[src/rtl/ffm_inverter_if.sv]
// Multiplier request/response bus between the field inverter and the ffm.
// The inverter drives operands and start; the multiplier returns the reduced product.
interface ffm_inverter_if;
    logic         mul_start;
    logic [254:0] mul_a;
    logic [254:0] mul_b;
    logic [254:0] mul_result;
    logic         mul_valid;

    modport master (
        output mul_start, mul_a, mul_b,
        input  mul_result, mul_valid
    );

    modport slave (
        input  mul_start, mul_a, mul_b,
        output mul_result, mul_valid
    );
endinterface

[src/rtl/ffm_inverter.sv]
// GF(2^255-19) inverter: a^EXP by left-to-right square-and-multiply,
// issuing each square/multiply to an external ffm over the mul bus.
module ffm_inverter #(
    parameter logic [254:0] EXP     = {255{1'b1}} - 255'd20,
    parameter int           EXP_MSB = 254
) (
    input  logic           clk,
    input  logic           rst,
    input  logic           start,
    input  logic [254:0]   a,
    output logic [254:0]   result,
    output logic           valid,
    output logic           busy,
    ffm_inverter_if.master mul
);

    localparam logic [1:0] IDLE     = 2'd0;
    localparam logic [1:0] SQ_WAIT  = 2'd1;
    localparam logic [1:0] MUL_WAIT = 2'd2;

    localparam logic [7:0] IDX_START = (EXP_MSB > 0) ? 8'(EXP_MSB - 1) : 8'd0;

    logic [1:0]   state_q, state_d;
    logic [7:0]   idx_q, idx_d;
    logic [254:0] base_q, base_d;
    logic [254:0] result_q, result_d;
    logic [254:0] mul_a_q, mul_a_d;
    logic [254:0] mul_b_q, mul_b_d;
    logic         valid_q, valid_d;
    logic         busy_q, busy_d;
    logic         mul_start_q, mul_start_d;
    logic         finish;

    always_comb begin
        // NOTE: every signal assigned here gets a default first, so no path leaves it unassigned and no latch is inferred.
        state_d     = state_q;
        idx_d       = idx_q;
        base_d      = base_q;
        result_d    = result_q;
        mul_a_d     = mul_a_q;
        mul_b_d     = mul_b_q;
        valid_d     = 1'b0;
        busy_d      = busy_q;
        mul_start_d = 1'b0;
        finish      = 1'b0;

        case (state_q)
            IDLE: begin
                if (start) begin
                    if (EXP_MSB == 0) begin
                        result_d = a;
                        valid_d  = 1'b1;
                    end else begin
                        base_d      = a;
                        mul_a_d     = a;
                        mul_b_d     = a;
                        mul_start_d = 1'b1;
                        busy_d      = 1'b1;
                        idx_d       = IDX_START;
                        state_d     = SQ_WAIT;
                    end
                end
            end
            SQ_WAIT: begin
                if (mul.mul_valid) begin
                    if (EXP[idx_q]) begin
                        mul_a_d     = mul.mul_result;
                        mul_b_d     = base_q;
                        mul_start_d = 1'b1;
                        state_d     = MUL_WAIT;
                    end else if (idx_q == 8'd0) begin
                        finish = 1'b1;
                    end else begin
                        idx_d       = idx_q - 8'd1;
                        mul_a_d     = mul.mul_result;
                        mul_b_d     = mul.mul_result;
                        mul_start_d = 1'b1;
                    end
                end
            end
            MUL_WAIT: begin
                if (mul.mul_valid) begin
                    if (idx_q == 8'd0) begin
                        finish = 1'b1;
                    end else begin
                        idx_d       = idx_q - 8'd1;
                        mul_a_d     = mul.mul_result;
                        mul_b_d     = mul.mul_result;
                        mul_start_d = 1'b1;
                        state_d     = SQ_WAIT;
                    end
                end
            end
            default: state_d = IDLE;
        endcase

        // Completion is shared by both wait states: the last product is the answer.
        if (finish) begin
            result_d = mul.mul_result;
            valid_d  = 1'b1;
            busy_d   = 1'b0;
            state_d  = IDLE;
        end
    end

    always_ff @(posedge clk or negedge rst) begin
        if (!rst) begin
            state_q     <= IDLE;
            idx_q       <= 8'd0;
            base_q      <= '0;
            result_q    <= '0;
            mul_a_q     <= '0;
            mul_b_q     <= '0;
            valid_q     <= 1'b0;
            busy_q      <= 1'b0;
            mul_start_q <= 1'b0;
        end else begin
            // NOTE: non-blocking assignments so every flop samples pre-edge values regardless of statement order.
            state_q     <= state_d;
            idx_q       <= idx_d;
            base_q      <= base_d;
            result_q    <= result_d;
            mul_a_q     <= mul_a_d;
            mul_b_q     <= mul_b_d;
            valid_q     <= valid_d;
            busy_q      <= busy_d;
            mul_start_q <= mul_start_d;
        end
    end

    assign result        = result_q;
    assign valid         = valid_q;
    assign busy          = busy_q;
    assign mul.mul_start = mul_start_q;
    assign mul.mul_a     = mul_a_q;
    assign mul.mul_b     = mul_b_q;

endmodule

[src/flat_wrapper.sv]
// flat-port wrapper written by rule: the top's interface ports become plain ports
module ffm_inverter_flat 
#(
    parameter logic [254:0] EXP     = {255{1'b1}} - 255'd20,
    parameter int           EXP_MSB = 254
)
  (clk, rst, start, a, result, valid, busy, mul_mul_start, mul_mul_a, mul_mul_b, mul_mul_result, mul_mul_valid);
  ffm_inverter_if mul_i ();
  input  logic clk;
  input  logic rst;
  input  logic start;
  input  logic [254:0] a;
  output logic [254:0] result;
  output logic valid;
  output logic busy;
  output wire logic [$bits(mul_i.mul_start)-1:0] mul_mul_start;
  output wire logic [$bits(mul_i.mul_a)-1:0] mul_mul_a;
  output wire logic [$bits(mul_i.mul_b)-1:0] mul_mul_b;
  input wire logic [$bits(mul_i.mul_result)-1:0] mul_mul_result;
  input wire logic [$bits(mul_i.mul_valid)-1:0] mul_mul_valid;
  assign mul_mul_start = mul_i.mul_start;
  assign mul_mul_a = mul_i.mul_a;
  assign mul_mul_b = mul_i.mul_b;
  assign mul_i.mul_result = mul_mul_result;
  assign mul_i.mul_valid = mul_mul_valid;
  ffm_inverter #(.EXP(EXP), .EXP_MSB(EXP_MSB)) u_core (.clk(clk), .rst(rst), .start(start), .a(a), .result(result), .valid(valid), .busy(busy), .mul(mul_i));
endmodule
[config.mk]
export PLATFORM = sky130hd
export DESIGN_NAME = ffm_inverter_flat
export DESIGN_NICKNAME = d
export VERILOG_FILES = /design/src/rtl/ffm_inverter_if.sv /design/src/rtl/ffm_inverter.sv /design/src/flat_wrapper.sv
export SDC_FILE = /design/constraint.sdc
export NUM_CORES = 2
export LEC_CHECK = 0
export ABC_AREA = 1
export ABC_CLOCK_PERIOD_IN_PS = 5300
export BUFFER_PORTS_ARGS = -buffer_cell sky130_fd_sc_hd__buf_2
export CAP_MARGIN = 10
export CELL_PAD_IN_SITES_DETAIL_PLACEMENT = 1
export CELL_PAD_IN_SITES_GLOBAL_PLACEMENT = 1
export CORE_AREA = 10 10 493 495
export CTS_CLUSTER_DIAMETER = 150
export DETAILED_ROUTE_END_ITERATION = 8
export DIE_AREA = 0 0 503 505
export GPL_TIMING_DRIVEN = 0
export HOLD_SLACK_MARGIN = 0.12
export PLACE_DENSITY_LB_ADDON = 0.1
export REMOVE_ABC_BUFFERS = 1
export SLEW_MARGIN = 20
export SYNTH_ARGS = -nofsm -noshare
export SYNTH_HDL_FRONTEND = slang
export SYNTH_SLANG_ARGS = --single-unit
[constraint.sdc]
create_clock -name clk -period 5.3 [get_ports clk]
set_input_delay 1.06 -clock clk [delete_from_list [all_inputs] [get_ports clk]]
set_output_delay 1.06 -clock clk [all_outputs]
set_load 0.005 [all_outputs]
# Word-level counts from Yosys, hierarchy flattened
# Memories as Yosys holds them, arrays and structs flattened.
# Index checks and enable logic that the tools add are counted.
[totals] regBits=1033 rom_bits=256 input_bits=514 out_inout_bits=768 elab_cells=73 memories=1
[mem_list] name="(name not given)" words=256 width=1 rd=1 rd_ports_with_merged_regs=0 wr=0 line_no="ffm_inverter.sv:66" source="if (EXP[idx_q]) begin"
[classes] add_sub_neg=1 magnitude_cmp=1 n_eq_ne=11 n_mux=40 n_reduce_logical=10
[ops] operator="two-way mux 255 bit" n=9
[ops] operator="case mux 255 bit (3 select lines)" n=2
[ops] operator="two-way mux 8 bit" n=5
[ops] operator="case mux 8 bit (3 select lines)" n=1
[ops] operator="two-way mux 1 bit" n=14
[ops] operator="two-way mux 2 bit" n=6
[ops] operator="inequality test 3 x 2 -> 1 bit (second input constant)" n=4
[ops] operator="AND reduction 5 bit" n=2
[ops] operator="less-than comparator 8 x 9 -> 1 bit (second input constant)" n=1
[ops] operator="zero test 8 bit" n=1
[ops] operator="inequality test 2 bit (second input constant)" n=4
[ops] operator="subtractor 8 x 1 -> 8 bit (second input constant)" n=1
[ops] operator="case mux 2 bit (3 select lines)" n=1
[ops] operator="AND reduction 2 bit" n=2
[ops] operator="AND reduction 4 bit" n=1
[ops] operator="nonzero test 2 bit" n=2
[ops] operator="inequality test 3 x 1 -> 1 bit (second input constant)" n=1
[ops] operator="case mux 1 bit (3 select lines)" n=1
[ops] operator="nonzero test 3 bit" n=1
[ops] operator="== test 2 x 1 -> 1 bit (second input constant)" n=1
[ops] operator="== test 2 bit (second input constant)" n=1
[ops] operator="zero test 2 bit" n=1
[ops] operator="case mux 1 bit (2 select lines)" n=1

# Depth between registers and ports, before layout
[logic_depth] depth_word=7 mapped_depth=12 ltp_nobuf=11

# Worst setup path after synthesis
# Ideal clock, no wire load.
[synth_timing] path_type="input to register" start="in start" end="reg u_core.base_q[0]" setup_time_ps=125 t_arrival_ps=2127 setup_slack_ps=3049 path_stages=4 n_path_buf=2 path_cell_list="nand2_1 > clkbuf_1 > clkbuf_1 > mux2_2"
[synth_between] elab_chain_cells=1
[synth_lines] item="start, declared" line_no="flat_wrapper.sv:11" source="input logic start;"
[synth_lines] item="AND reduction 2 bit (no source line)"
[synth_lines] item="end signal, assigned" line_no="ffm_inverter.sv:121" source="base_q <= base_d;"
[synth_lines] item="end, declared" line_no="ffm_inverter.sv:25" source="logic [254:0] base_q, base_d;"
# Every way passes these cells.
# A chain may end at the register's enable or synchronous reset.

# Final worst setup path
[layout_timing] start="reg u_core.idx_q[4]" end="reg u_core.result_q[168] (netlist: u_core.result[168])"
[layout_between] elab_chain_cells=5 elab_cells_between_ends=8 classes_between="mux: 6; reduce/logical: 1; memory: 1"
[layout_lines] item="start, declared" line_no="ffm_inverter.sv:24" source="logic [7:0] idx_q, idx_d;"
[layout_lines] item="start signal, assigned" line_no="ffm_inverter.sv:120" source="idx_q <= idx_d;"
[layout_lines] item="memory (256 x 1 bit) / zero test 8 bit (equally long branches)"
[layout_lines] item="two-way mux 1 bit, on equally long branches" line_no="ffm_inverter.sv:66, ffm_inverter.sv:71, ffm_inverter.sv:83"
[layout_lines] item="two-way mux 1 bit" line_no="ffm_inverter.sv:66"
[layout_lines] item="two-way mux 1 bit" line_no="ffm_inverter.sv:65" source="if (mul.mul_valid) begin"
[layout_lines] item="case mux 1 bit (2 select lines) *" line_no="ffm_inverter.sv:47" source="case (state_q)"
[layout_lines] item="end signal, assigned" line_no="ffm_inverter.sv:122" source="result_q <= result_d;"
[layout_lines] item="end, declared" line_no="ffm_inverter.sv:26" source="logic [254:0] result_q, result_d;"
# Mark *: on every way between the ends. The rest lies on a longest branch, timed or not. The select of a mux whose other input is x is not followed.

==> results.txt <==
Final hold slack: 0.212 ns
Share of cells above drive strength 1: 22.7%
Cell Rows: 177
Gate Count Post-Synth: 7305
PwrDens: 659 mW/mm^2
Synth Warn #: 0
Min-Delay Path Class: in -> async
Starting Density: 23.2%
Area growth from synthesis to layout: 30.3%
Mux contribution to synthesized area: 5.32%
Critical Path Start: u_core.idx_q[4]
Global-route usage over all layers: 22.5%
Wire per inst: 25.8 um
Synth area leader: dfrtp_1
Worst Clk Skew: 0.0291 ns
Synth Area in Compound Gates: 7.26%
Post-CTS resize count: 0
Number of vias per cell: 4.87
Routed wire length: 298 mm
FF-to-FF setup slack: 0.75 ns
Xor-xnor portion of the synthesized cell area: 0.0812%
Max Slew Vio Count: 0
Worst-Margin Slew: 0.760 ns
Setup TNS: 0 ns
Seq pwr share: 28.9%
Final setup margin: 0.749 ns
Worst r2r src: u_core.idx_q[4]
First-pass GRT wire length: 429 mm
Drt initial violations: 3256
Crit path top cell by count: buf_16
Simple-Gate Fraction of Synth Area: 34.7%
Synth unique cells: 23
Outcome: complete, no violations
# Max-Cap Violations: 0
GPL Wtd Cong: 0.782
Setup Crit Path Kind: reg -> reg
Via Count: 56100
DRC: 0
Internal Power: 25200 uW
Most common cell after layout, fill and taps aside: nand2_1
Syn Area/Cell: 7.39 um^2
NumNets Final: 8842
Clock network power share: 21.5%
Synth Register Bits: 1033
Die height: 505 um
Largest net degree at the start of global routing: 114
CTS tree: yes
Die X: 503 um
Final min period: 4.55 ns
Met1 usage: 27.3%
Slew Limit Headroom: 49.3%
Setup WS pre-CTS: 0.500 ns
Mapped Area: 0.0540 mm^2
IO Pins: 1282
R2R depth: 15
Post-layout util: 30.3%
Fin. Hold Viols: 0
Dominant cells by area after synthesis: dfrtp_1, nand2_1, nor2_1
CTS buffer count: 146
Seq/Total Area, Yosys: 47.9%
Post-synth top area share: 47.9%
Critical Path Sink Type: flip-flop
Initial antenna violation count: 158
Pleak: 0.0339 uW
CP max stage delay: 0.38 ns
GR Util met2: 36.5%
CORE AREA: 0.232 mm^2
Worst VDD drop: 0.510 mV
Part of the cycle the worst path needs: 85.9%
RR Endpoint: u_core.result[168]
H-tree levels: 4
Worst Path Max Fanout: 85
Adder-cell area share of the yosys netlist: 0.162%
CP cell instances: nor2_1 -> nand2_8 -> buf_16 -> buf_16 -> buf_16 -> nor2_4 -> buf_12 -> buf_16 -> buf_16 -> nand3_4 -> buf_12 -> inv_8 -> buf_16 -> nand2_1 -> nand2_1
Die area: 0.254 mm^2
GRT Max-Usage Layer: met2
M3 GR Usage: 8.16%
Critical path startpoint category: flip-flop
CTS Root Buffer Type: clkbuf_16
Detail Route Antenna Nets: 0
Most frequent cells in the layout: nand2_1, nor2_1, buf_2, dfrtp_1, a21oi_1
# setup viols final: 0
Comb pwr share: 49.6%
Fmax: 0.220 GHz
Bufs on Longest Clock Path: 3
Hold_buf cts: 0
Clk sinks: 1033
Sw Ratio: 45.7%
Post CTS Setup Buffer Count: 0
Req. time, crit path: 6.04 ns
Detailed placer's ending HPWL: 209 mm
Worst EP arrival: 5.29 ns
Reg clk slew, reported paths: 0.05 ns
RSZ-0062 raised after global routing: false
Vias in the first global route: 57800
Worst-Skew Late Latency: 0.81 ns
NetSw: 21200 uW
PortBufs: 1281
Main combinational cell family by area after synthesis: simple AND/OR/NAND/NOR gates
GRT overflow: 0
CP max stage cell: dfrtp_1
Number of iterations in the first detailed-routing pass: 7
flip-flops by register name, summed over array words and instances, names as in the netlist:
register	count
u_core.base_q	255
u_core.busy	1
u_core.idx_q	8
u_core.mul.mul_a	255
u_core.mul.mul_b	255
u_core.mul.mul_start	1
u_core.result	255
u_core.state_q	2
u_core.valid	1
Yosys cell counts, drive strengths merged:
cell type and instances:
a21oi 768, buf 222, clkbuf 341, dfrtp 1033
ha 7, inv 21, mux2 255, nand2 2319
nand3 518, nand4 3, nor2 1288, nor3 511
o21ai 13, o22ai 1, xor2 5
kinds of logic after synthesis:
family	count (synthesis)
buffers and inverters	584
DFF	1033
xor gates and xnor gates	5
muxes	255
and+or+nand+nor	4639
adders and majority gates	7
AOI/OAI and AO/OA	782
worst max-delay path by stage:
stage,end,slack [ns],depth (start not counted)
after floorplan,u_core.mul.mul_a[0],-17.15,8
after global placement,u_core.mul.mul_b[127],-64.88,8
after detailed placement,u_core.result[168],0.50,15
after CTS,u_core.result[168],0.48,15
after global routing,u_core.result[168],0.39,15
final,u_core.result[168],0.75,15
power groups by stage:
stage / sequential [uW] / clock [uW] / combinational, uW
6_report: 13400 / 9990 / 23000
5_1_grt: 13800 / 10700 / 25400
4_1_cts: 13400 / 10300 / 23600
3_5_place_dp: 13500 / 0 / 23500
3_3_place_gp: 11600 / 0 / 12100
2_1_floorplan: 13200 / 0 / 9720
per-stage QoR:
stage,power (uW),area [um^2],std cells
floorplan,22900,51600,6742
global placement,23700,61800,11100
detailed placement,36900,65500,11200
CTS,47300,70200,11500
global route,49900,70300,11500
finish,46400,70300,11500
routing by layer:
| layer | part of all wire, % | routed length, um |
|---|---|---|
| met1 | 41 | 122000 |
| met2 | 47 | 139000 |
| met3 | 8.5 | 25400 |
| met4 | 3.5 | 10400 |
| met5 | 0.18 | 533 |
critical path: cells and delay by family (launching register included):
family	cells	cell delay, ns
buf+inv	9	2.31
simple gates	6	1.52
flops	1	0.38
layout make-up:
class	instances	area (um^2)
Inverter	21	101
Clock buffer	233	4520
Fill cell	28300	162000
Sequential cell	1033	25800
Clock inverter	21	246
Multi-Input combinational cell	5688	25700
Timing Repair Buffer	1431	9950
Tap cell	3043	3810
Antenna cell	46	115
(Power assumes the default switching activity.)
